$ cat config.mk
export PLATFORM = sky130hd
export DESIGN_NAME = multicycle_controller
export DESIGN_NICKNAME = d
export VERILOG_FILES = /design/src/rtl/mips_ctrl_pkg.sv /design/src/rtl/alu_control.sv /design/src/rtl/multicycle_controller.sv
export SDC_FILE = /design/constraint.sdc
export NUM_CORES = 1
export LEC_CHECK = 0
export BUFFER_PORTS_ARGS = -buffer_cell sky130_fd_sc_hd__buf_2
export CAP_MARGIN = 20
export CORE_ASPECT_RATIO = 0.75
export CORE_MARGIN = 2
export CORE_UTILIZATION = 30
export DETAILED_ROUTE_END_ITERATION = 6
export SYNTH_ARGS = -nofsm -noshare
export SYNTH_HDL_FRONTEND = slang
export SYNTH_SLANG_ARGS = --single-unit
$ cat constraint.sdc
create_clock -name clk -period 2.2 [get_ports clk]
set_clock_uncertainty 0.2 [all_clocks]
set_input_delay 0.22 -clock clk [delete_from_list [all_inputs] [get_ports clk]]
set_output_delay 0.22 -clock clk [all_outputs]
set_load 0.05 [all_outputs]
$ cat src/rtl/mips_ctrl_pkg.sv
// Shared encodings for the multicycle MIPS controller: opcodes, funcs, ALU codes,
// datapath mux selects, FSM states and the bundled control word.
package mips_ctrl_pkg;

  localparam logic [5:0] OP_RTYPE = 6'b000000;
  localparam logic [5:0] OP_LW    = 6'b100011;
  localparam logic [5:0] OP_SW    = 6'b101011;
  localparam logic [5:0] OP_ADDI  = 6'b001000;
  localparam logic [5:0] OP_ANDI  = 6'b001100;
  localparam logic [5:0] OP_BEQ   = 6'b000100;
  localparam logic [5:0] OP_BNE   = 6'b000101;
  localparam logic [5:0] OP_J     = 6'b000010;
  localparam logic [5:0] OP_JAL   = 6'b000011;
  localparam logic [5:0] OP_JR    = 6'b111111;

  localparam logic [5:0] FN_ADD = 6'b100000;
  localparam logic [5:0] FN_SUB = 6'b100010;
  localparam logic [5:0] FN_AND = 6'b100100;
  localparam logic [5:0] FN_OR  = 6'b100101;
  localparam logic [5:0] FN_SLT = 6'b101010;

  localparam logic [2:0] ALU_ADD  = 3'b010;
  localparam logic [2:0] ALU_SUB  = 3'b110;
  localparam logic [2:0] ALU_AND  = 3'b000;
  localparam logic [2:0] ALU_OR   = 3'b001;
  localparam logic [2:0] ALU_SLT  = 3'b111;
  localparam logic [2:0] ALU_NONE = 3'b101;

  localparam logic [1:0] SRCB_B      = 2'b00;
  localparam logic [1:0] SRCB_FOUR   = 2'b01;
  localparam logic [1:0] SRCB_IMM    = 2'b10;
  localparam logic [1:0] SRCB_IMM_SH = 2'b11;

  localparam logic [1:0] PC_ALU    = 2'b00;
  localparam logic [1:0] PC_ALUOUT = 2'b01;
  localparam logic [1:0] PC_JUMP   = 2'b10;
  localparam logic [1:0] PC_REG    = 2'b11;

  // ACLS_FUNC lets the R-type func field pick the ALU operation.
  typedef enum logic [1:0] {
    ACLS_ADD  = 2'd0,
    ACLS_SUB  = 2'd1,
    ACLS_AND  = 2'd2,
    ACLS_FUNC = 2'd3
  } alu_cls_e;

  typedef enum logic [3:0] {
    S_FETCH    = 4'd0,
    S_DECODE   = 4'd1,
    S_MEM_ADDR = 4'd2,
    S_MEM_RD   = 4'd3,
    S_MEM_WB   = 4'd4,
    S_MEM_WR   = 4'd5,
    S_R_EXEC   = 4'd6,
    S_R_WB     = 4'd7,
    S_I_EXEC   = 4'd8,
    S_I_WB     = 4'd9,
    S_BRANCH   = 4'd10,
    S_JUMP     = 4'd11,
    S_JAL      = 4'd12,
    S_JR       = 4'd13
  } state_e;

  typedef struct packed {
    logic       pc_write;
    logic       ir_write;
    logic       iord;
    logic       mem_read;
    logic       mem_write;
    logic       reg_write;
    logic       reg_dst;
    logic       wr_sel;
    logic       wd_sel;
    logic       mem_to_reg;
    logic       alu_src_a;
    logic [1:0] alu_src_b;
    logic [2:0] alu_operation;
    logic [1:0] pc_src;
    logic       illegal;
    logic       instr_done;
  } ctrl_t;

endpackage

$ cat src/rtl/alu_control.sv
// Maps an ALU operation class (and the R-type func field) to the 3-bit ALU code,
// and flags whether func names a supported R-type operation.
module alu_control
  import mips_ctrl_pkg::*;
(
  input  alu_cls_e   alu_cls_i,
  input  logic [5:0] func_i,
  output logic [2:0] alu_operation_o,
  output logic       func_legal_o
);

  logic [2:0] func_op;

  always_comb begin
    func_op      = ALU_NONE;
    func_legal_o = 1'b1;
    case (func_i)
      FN_ADD:  func_op = ALU_ADD;
      FN_SUB:  func_op = ALU_SUB;
      FN_AND:  func_op = ALU_AND;
      FN_OR:   func_op = ALU_OR;
      FN_SLT:  func_op = ALU_SLT;
      default: begin
        func_op      = ALU_NONE;
        func_legal_o = 1'b0;
      end
    endcase
  end

  always_comb begin
    alu_operation_o = ALU_NONE;
    case (alu_cls_i)
      ACLS_ADD:  alu_operation_o = ALU_ADD;
      ACLS_SUB:  alu_operation_o = ALU_SUB;
      ACLS_AND:  alu_operation_o = ALU_AND;
      ACLS_FUNC: alu_operation_o = func_op;
      default:   alu_operation_o = ALU_NONE;
    endcase
  end

endmodule

$ cat src/rtl/multicycle_controller.sv
// Multicycle MIPS control FSM: sequences fetch/decode/execute/memory/writeback and
// stalls on mem_ready. All outputs are forced low while rst_n is asserted.
module multicycle_controller
  import mips_ctrl_pkg::*;
#(
  parameter int STATE_W = 4
) (
  input  logic               clk,
  input  logic               rst_n,
  input  logic [5:0]         opcode,
  input  logic [5:0]         func,
  input  logic               zero,
  input  logic               mem_ready,
  output logic               pc_write,
  output logic               ir_write,
  output logic               iord,
  output logic               mem_read,
  output logic               mem_write,
  output logic               reg_write,
  output logic               reg_dst,
  output logic               wr_sel,
  output logic               wd_sel,
  output logic               mem_to_reg,
  output logic               alu_src_a,
  output logic [1:0]         alu_src_b,
  output logic [2:0]         alu_operation,
  output logic [1:0]         pc_src,
  output logic               illegal,
  output logic               instr_done,
  output logic [STATE_W-1:0] state
);

  state_e     state_q, state_d;
  alu_cls_e   alu_cls;
  logic [2:0] alu_op_w;
  logic       func_legal_w;
  ctrl_t      ctrl, ctrl_out;

  always_ff @(posedge clk or negedge rst_n) begin
    if (!rst_n) state_q <= S_FETCH;
    else        state_q <= state_d;
  end

  // The IR is stable from DECODE onward, so opcode can steer later states.
  always_comb begin
    alu_cls = ACLS_ADD;
    case (state_q)
      S_R_EXEC, S_R_WB: alu_cls = ACLS_FUNC;
      S_BRANCH:         alu_cls = ACLS_SUB;
      S_I_EXEC:         alu_cls = (opcode == OP_ANDI) ? ACLS_AND : ACLS_ADD;
      default:          alu_cls = ACLS_ADD;
    endcase
  end

  alu_control u_alu_control (
    .alu_cls_i      (alu_cls),
    .func_i         (func),
    .alu_operation_o(alu_op_w),
    .func_legal_o   (func_legal_w)
  );

  always_comb begin
    state_d = state_q;
    ctrl    = '0;
    case (state_q)
      S_FETCH: begin
        ctrl.mem_read      = 1'b1;
        ctrl.alu_src_b     = SRCB_FOUR;
        ctrl.alu_operation = ALU_ADD;
        ctrl.pc_src        = PC_ALU;
        ctrl.ir_write      = mem_ready;
        ctrl.pc_write      = mem_ready;
        if (mem_ready) state_d = S_DECODE;
      end
      S_DECODE: begin
        ctrl.alu_src_b     = SRCB_IMM_SH;
        ctrl.alu_operation = ALU_ADD;
        case (opcode)
          OP_RTYPE:         state_d = S_R_EXEC;
          OP_LW, OP_SW:     state_d = S_MEM_ADDR;
          OP_ADDI, OP_ANDI: state_d = S_I_EXEC;
          OP_BEQ, OP_BNE:   state_d = S_BRANCH;
          OP_J:             state_d = S_JUMP;
          OP_JAL:           state_d = S_JAL;
          OP_JR:            state_d = S_JR;
          default: begin
            ctrl.illegal    = 1'b1;
            ctrl.instr_done = 1'b1;
            state_d         = S_FETCH;
          end
        endcase
      end
      S_MEM_ADDR: begin
        ctrl.alu_src_a     = 1'b1;
        ctrl.alu_src_b     = SRCB_IMM;
        ctrl.alu_operation = ALU_ADD;
        state_d            = (opcode == OP_LW) ? S_MEM_RD : S_MEM_WR;
      end
      S_MEM_RD: begin
        ctrl.mem_read = 1'b1;
        ctrl.iord     = 1'b1;
        if (mem_ready) state_d = S_MEM_WB;
      end
      S_MEM_WB: begin
        ctrl.reg_write  = 1'b1;
        ctrl.mem_to_reg = 1'b1;
        ctrl.instr_done = 1'b1;
        state_d         = S_FETCH;
      end
      S_MEM_WR: begin
        ctrl.mem_write  = 1'b1;
        ctrl.iord       = 1'b1;
        ctrl.instr_done = mem_ready;
        if (mem_ready) state_d = S_FETCH;
      end
      S_R_EXEC: begin
        ctrl.alu_src_a     = 1'b1;
        ctrl.alu_src_b     = SRCB_B;
        ctrl.alu_operation = alu_op_w;
        state_d            = S_R_WB;
      end
      S_R_WB: begin
        ctrl.reg_dst    = 1'b1;
        ctrl.reg_write  = func_legal_w;
        ctrl.illegal    = ~func_legal_w;
        ctrl.instr_done = 1'b1;
        state_d         = S_FETCH;
      end
      S_I_EXEC: begin
        ctrl.alu_src_a     = 1'b1;
        ctrl.alu_src_b     = SRCB_IMM;
        ctrl.alu_operation = alu_op_w;
        state_d            = S_I_WB;
      end
      S_I_WB: begin
        ctrl.reg_write  = 1'b1;
        ctrl.instr_done = 1'b1;
        state_d         = S_FETCH;
      end
      S_BRANCH: begin
        ctrl.alu_src_a     = 1'b1;
        ctrl.alu_src_b     = SRCB_B;
        ctrl.alu_operation = alu_op_w;
        ctrl.pc_src        = PC_ALUOUT;
        ctrl.pc_write      = (opcode == OP_BEQ) ? zero : ~zero;
        ctrl.instr_done    = 1'b1;
        state_d            = S_FETCH;
      end
      S_JUMP: begin
        ctrl.pc_src     = PC_JUMP;
        ctrl.pc_write   = 1'b1;
        ctrl.instr_done = 1'b1;
        state_d         = S_FETCH;
      end
      S_JAL: begin
        ctrl.wr_sel     = 1'b1;
        ctrl.wd_sel     = 1'b1;
        ctrl.reg_write  = 1'b1;
        ctrl.pc_src     = PC_JUMP;
        ctrl.pc_write   = 1'b1;
        ctrl.instr_done = 1'b1;
        state_d         = S_FETCH;
      end
      S_JR: begin
        ctrl.pc_src     = PC_REG;
        ctrl.pc_write   = 1'b1;
        ctrl.instr_done = 1'b1;
        state_d         = S_FETCH;
      end
      default: state_d = S_FETCH;
    endcase
  end

  assign ctrl_out      = rst_n ? ctrl : '0;
  assign pc_write      = ctrl_out.pc_write;
  assign ir_write      = ctrl_out.ir_write;
  assign iord          = ctrl_out.iord;
  assign mem_read      = ctrl_out.mem_read;
  assign mem_write     = ctrl_out.mem_write;
  assign reg_write     = ctrl_out.reg_write;
  assign reg_dst       = ctrl_out.reg_dst;
  assign wr_sel        = ctrl_out.wr_sel;
  assign wd_sel        = ctrl_out.wd_sel;
  assign mem_to_reg    = ctrl_out.mem_to_reg;
  assign alu_src_a     = ctrl_out.alu_src_a;
  assign alu_src_b     = ctrl_out.alu_src_b;
  assign alu_operation = ctrl_out.alu_operation;
  assign pc_src        = ctrl_out.pc_src;
  assign illegal       = ctrl_out.illegal;
  assign instr_done    = ctrl_out.instr_done;
  assign state         = rst_n ? STATE_W'(state_q) : '0;

endmodule
# ---- After elaboration in Yosys (flattened, before gate mapping)
# Index checks and enable logic that the tools add are counted.
dict set report word_totals {
  ff_bits 4
  wordCells 83
  inputBits 16
  out_inout_bits 24
}
dict set report op_classes {
  n_reduce_logical 18
  n_eq_ne 33
  bitwise_logic 2
  muxes 29
}
# op count
set op_table {}
lappend op_table {{one-hot mux 4 bit (7 select lines)} 2}
lappend op_table {{equality test 6 bit, second input constant} 8}
lappend op_table {{one-hot mux 5 bit (5 select lines)} 1}
lappend op_table {{equality test 4 bit, second input constant} 6}
lappend op_table {{two-way mux 20 bit} 1}
lappend op_table {{equality test 4 x 3 -> 1 bit, second input constant} 4}
lappend op_table {{two-way mux 4 bit} 4}
lappend op_table {{OR reduction 2 bit} 8}
lappend op_table {{one-hot mux 3 bit (5 select lines)} 1}
lappend op_table {{equality test 6 x 2 -> 1 bit, second input constant} 2}
lappend op_table {{equality test 6 x 3 -> 1 bit, second input constant} 2}
lappend op_table {{equality test 6 x 4 -> 1 bit, second input constant} 2}
lappend op_table {{one-hot mux 2 bit (3 select lines)} 2}
lappend op_table {{one-hot mux 3 bit (4 select lines)} 1}
lappend op_table {{OR reduction 10 bit} 1}
lappend op_table {{two-way mux 1 bit} 9}
lappend op_table {{equality test 4 x 2 -> 1 bit, second input constant} 2}
lappend op_table {{OR reduction 7 bit} 1}
lappend op_table {{zero test 6 bit} 1}
lappend op_table {{two-way mux 2 bit} 3}
lappend op_table {{!= test 2 bit, second input constant} 3}
lappend op_table {{one-hot mux 1 bit (3 select lines)} 2}
lappend op_table {{OR reduction 3 bit} 2}
lappend op_table {{OR reduction 5 bit} 1}
lappend op_table {{other kinds (10)} 13}

# ---- Longest topological paths before layout
dict set report logic_depth {
  word_depth 7
  mapped_depth 6
  ltp_nobuf 4
}

# ---- Cells and area by module
# A second synthesis with hierarchy kept.
dict set report hier_totals {
  hier_cells 142
  hier_area_um2 991.0
}
# module area_per_inst_um2 cells_per_inst seq_area_each_um2 n_inst
set modules_own_cells {}
lappend modules_own_cells {multicycle_controller 909.6 131 100.1 1}
lappend modules_own_cells {alu_control 81.3 11 0.0 1}

# ---- Worst setup path after synthesis
# OpenSTA, ideal clock, no wires.
dict set report synth_timing {
  path_type {register to output}
  from {register state_q[3]}
  to {output port wr_sel}
  slack_ns -0.708
  path_stages_with_launch 6
  arrival_time_ns 2.488
  n_path_buf 3
  required_ns 1.780
  cell_sequence {dfrtp_1 buf_1 clkbuf_1 nand2_1 nor3_1 buf_4}
}
dict set report synth_via {
  elab_chain_cells 3
}
# element line
set synth_lines {}
lappend synth_lines {{from (decl)} multicycle_controller.sv:33} ;# state_e state_q, state_d;
lappend synth_lines {{from (signal assigned)} multicycle_controller.sv:41} ;# else state_q <= state_d;
lappend synth_lines {{equality test 4 bit} multicycle_controller.sv:65} ;# case (state_q)
lappend synth_lines {{two-way mux 2 bit} multicycle_controller.sv:65}
lappend synth_lines {{two-way mux 20 bit} multicycle_controller.sv:174} ;# assign ctrl_out = rst_n ? ctrl : '0;
lappend synth_lines {{to (decl)} multicycle_controller.sv:21} ;# output logic wr_sel,
# No other way between the ends.

# ---- Final worst setup path
dict set report layout_timing {
  from {register state_q[2]}
  to {output port illegal}
}
dict set report layout_via {
  elab_chain_cells 3
  elab_cells_between_ends 4
  classes_between {eq/ne (2); mux (2)}
}
# element line
set layout_lines {}
lappend layout_lines {{equality test 4 x 3 -> 1 bit or equality test 4 x 1 -> 1 bit (tied branches)} multicycle_controller.sv:65}
lappend layout_lines {{one-hot mux 1 bit (2 select lines) (*)} multicycle_controller.sv:65}
lappend layout_lines {{two-way mux 20 bit (*)} multicycle_controller.sv:174}
lappend layout_lines {{to (decl)} multicycle_controller.sv:28} ;# output logic illegal,
# Every way passes the cells marked *; elsewhere a longest branch is shown, timed or not.

==> metrics.cfg <==
[run_status]
status=finished, violations left
violations=setup timing

[synth]
synthAdderAreaFrac=0
yosys.area_share.xor_xnor=0.0286
syn_nets=158
yosys_warnings=0
avgSynthCellArea_sq_um=6.47
ys_async_sr_fraction=1.00
netlist_instances=142
synth_top_family_by_area=simple AND/OR/NAND/NOR gates
synth_edf_count=0
synth-main-ff-cell=dfrtp_1
synth_mux_area_frac=0.0109
synth_seq_area_share=0.109
syn_area_sq_um=918
synth_compound_area_frac=0.323
synth-simple-area-share=0.424
ys_seq_elements=4
synth_cell_types=50

[critical_path]
r2r-end=state_q[1]$_DFFE_PN0P_
cp-start-kind=flip-flop
crit_path_max_fanout=2
r2r_slack_ns=0.38
crit_type=flip-flop to output port
slowest_delay_ns=0.54
cp_num_buf_inv=1
worstPathCellList=or4b_4 -> a211o_1 -> a221o_1 -> o31ai_2 -> buf_6
cp_slowest_cell=or4b_4
crit_arrival_ns=1.98
path_depth=5
critPathTopFamily=compound AO/OA/AOI/OAI gates
ff2ff_path_depth=3
cp_data_required_time_ns=1.78
r2r-start=state_q[2]$_DFFE_PN0P_
critPathCaptureType=output port

[power_and_ir_drop]
ir_drop_mv=0.536
powerDensity_nw_per_um2=1100
power.leakage_nw=0.661

[floorplanning]
io_pins=40
die_w_um=67.9
row_count=17
dieArea_sq_um=3520
core_sq_um=2940
die_h_um=51.9
initial_utilization=0.313

[global_routing]
grt_pass1_vias=1148
gr-total-overflow=0
grt_start_max_net_pins=28
antenna_found_initial=0
grt_first_pass_wirelength_mm=5.29
grt_usage=0.194

[clock_network]
max-clock-path-buffers=2
clock_latency_ns=0.22
cts_root_buffer=clkbuf_8
cts.htree.levels=1
cts_tree=built
clk_pin_slew_ns=0.03
numCtsBuffers=3
cts_sinks=4

[routing]
drtIter0Drc=47
firstDrtPassIters=4
ant_nets=0
vias=1233
finalWirelength_mm=3.33
drc=0
vias_per_cell=5.53
wire_per_inst_um=14.9

[cells_and_area]
largest-register=state_q
antenna_cells=0
syn_to_final_growth_pct=60.9
most-common-layout-cells=buf_2 (30), buf_4 (16), a21oi_1 (10), o21ai_0 (10)
final_common_cell=buf_2
fin_area_sq_um=1480
layout-drive-gt1-share=0.422
largest_register_ffs=4
reg.largest.list=state_q: 4 flops
nFillCells=294
final_nets=203

[hold_path]
hold_end=state_q[1]$_DFFE_PN0P_
whs_path_depth=2
hold_path.startpoint=opcode[4]
holdCritPathClass=primary input to flip-flop

[placement]
place_area_sq_um=1230
dpl.hpwl_mm=2.37
gp_congestion=0.810
numPortBuffers=39

[sta]
period_needed_ns=2.40
clock.fmax_mhz=416
worst_pin_slew_ns=0.426
setup-tns-final_ns=-0.335
finalHoldViolCount=0
setup_viol=2
rsz0062_at_grt=yes
setup_slack_ns=-0.202
max_slew_margin=0.715
fin_crit_sh=1.09
finalMaxSlewViolations=0

[job]
drv_cap=0

-- layout make-up --
cell class / count / area [sq um] / area share
Tap cell: 38 / 47.5 / 0.0322
Timing Repair Buffer: 56 / 420 / 0.285
Sequential cell: 4 / 100 / 0.0677
Clock buffer: 3 / 41.3 / 0.0279
Multi-Input combinational cell: 116 / 846 / 0.572
Inverter: 6 / 22.5 / 0.0152
-- worst register-to-register path: stages, from the launching register on --
cell     delay, ns
dfrtp_1       0.36
or4b_4        0.54
buf_4         0.16
o41ai_1       0.43
-- synthesized netlist by cell type (2+ instances only) --
cell       n  share of area
o21ai_0   10          0.054
nand2_1   10          0.041
dfrtp_1    4           0.11
nor2_1     9          0.037
o22ai_1    4          0.027
buf_2      2          0.011
nor2b_1    6          0.041
clkbuf_1  10          0.041
nor3b_1    2          0.016
inv_1      6          0.025
buf_1      2         0.0082
and2_1     4          0.027
nand2b_1   8          0.054
nand3_1    4          0.022
nand3b_1   5          0.041
a21oi_1   12          0.065
nor3_1     8          0.044
xor2_1     3          0.029
or4_1      2          0.016
-- what timing repair did --
action                                 in CTS  in global routing
hold buffers                                1                  0
buffers inserted                            2                  2
pin swaps                                   5                  6
resized for setup                          24                 12
setup endpoints to repair                   6                 14
gates cloned                                0                  1
endpoints found under the hold margin       4                  0
-- how the worst max path moves through the flow --
stage,from,to,slack (ns)
3_3_place_gp,state_q[1]$_DFFE_PN0P_,illegal,-0.09
3_5_place_dp,state_q[1]$_DFFE_PN0P_,illegal,-0.10
2_1_floorplan,state_q[3]$_DFFE_PN0P_,wr_sel,-0.25
4_1_cts,state_q[2]$_DFFE_PN0P_,illegal,-0.21
6_report,state_q[2]$_DFFE_PN0P_,illegal,-0.20
5_1_grt,state_q[2]$_DFFE_PN0P_,illegal,-0.23
-- power by group --
part,switching [mW],internal [mW]
registers,0.0142,0.101
clock network,0.0364,0.116
logic,0.843,0.509
total,0.893,0.727
-- per-layer routing --
layer	up-vias	track usage	part of all wire
li1	611	-	-
met1	578	0.278	0.46
met2	40	0.310	0.48
met3	4	0.0173	0.047
met4	0	0.0533	0.0075
met5	-	0	0
-- cell families (layout without fill, tap and decap cells) --
group | count (synthesis) | count (layout)
AO/OA/AOI/OAI | 45 | 45
XOR/XNOR | 3 | 3
buffers and inverters | 22 | 65
flip-flops | 4 | 4
multiplexers | 1 | 1
AND/OR/NAND/NOR | 67 | 67
-- per-stage QoR --
step	setup WS, ns	total power [mW]	cells	hold slack, ns	utilization
after floorplan	-0.248	1.02	142	-0.276	-
after global placement	-0.0906	1.25	215	-0.159	0.419
after detailed placement	-0.100	1.28	215	-0.158	0.419
after CTS	-0.208	1.54	221	0.114	0.473
after global routing	-0.234	1.73	223	0.141	0.503
final	-0.202	1.62	223	0.121	0.503
No activity file was read; power rests on OpenSTA's default activity.
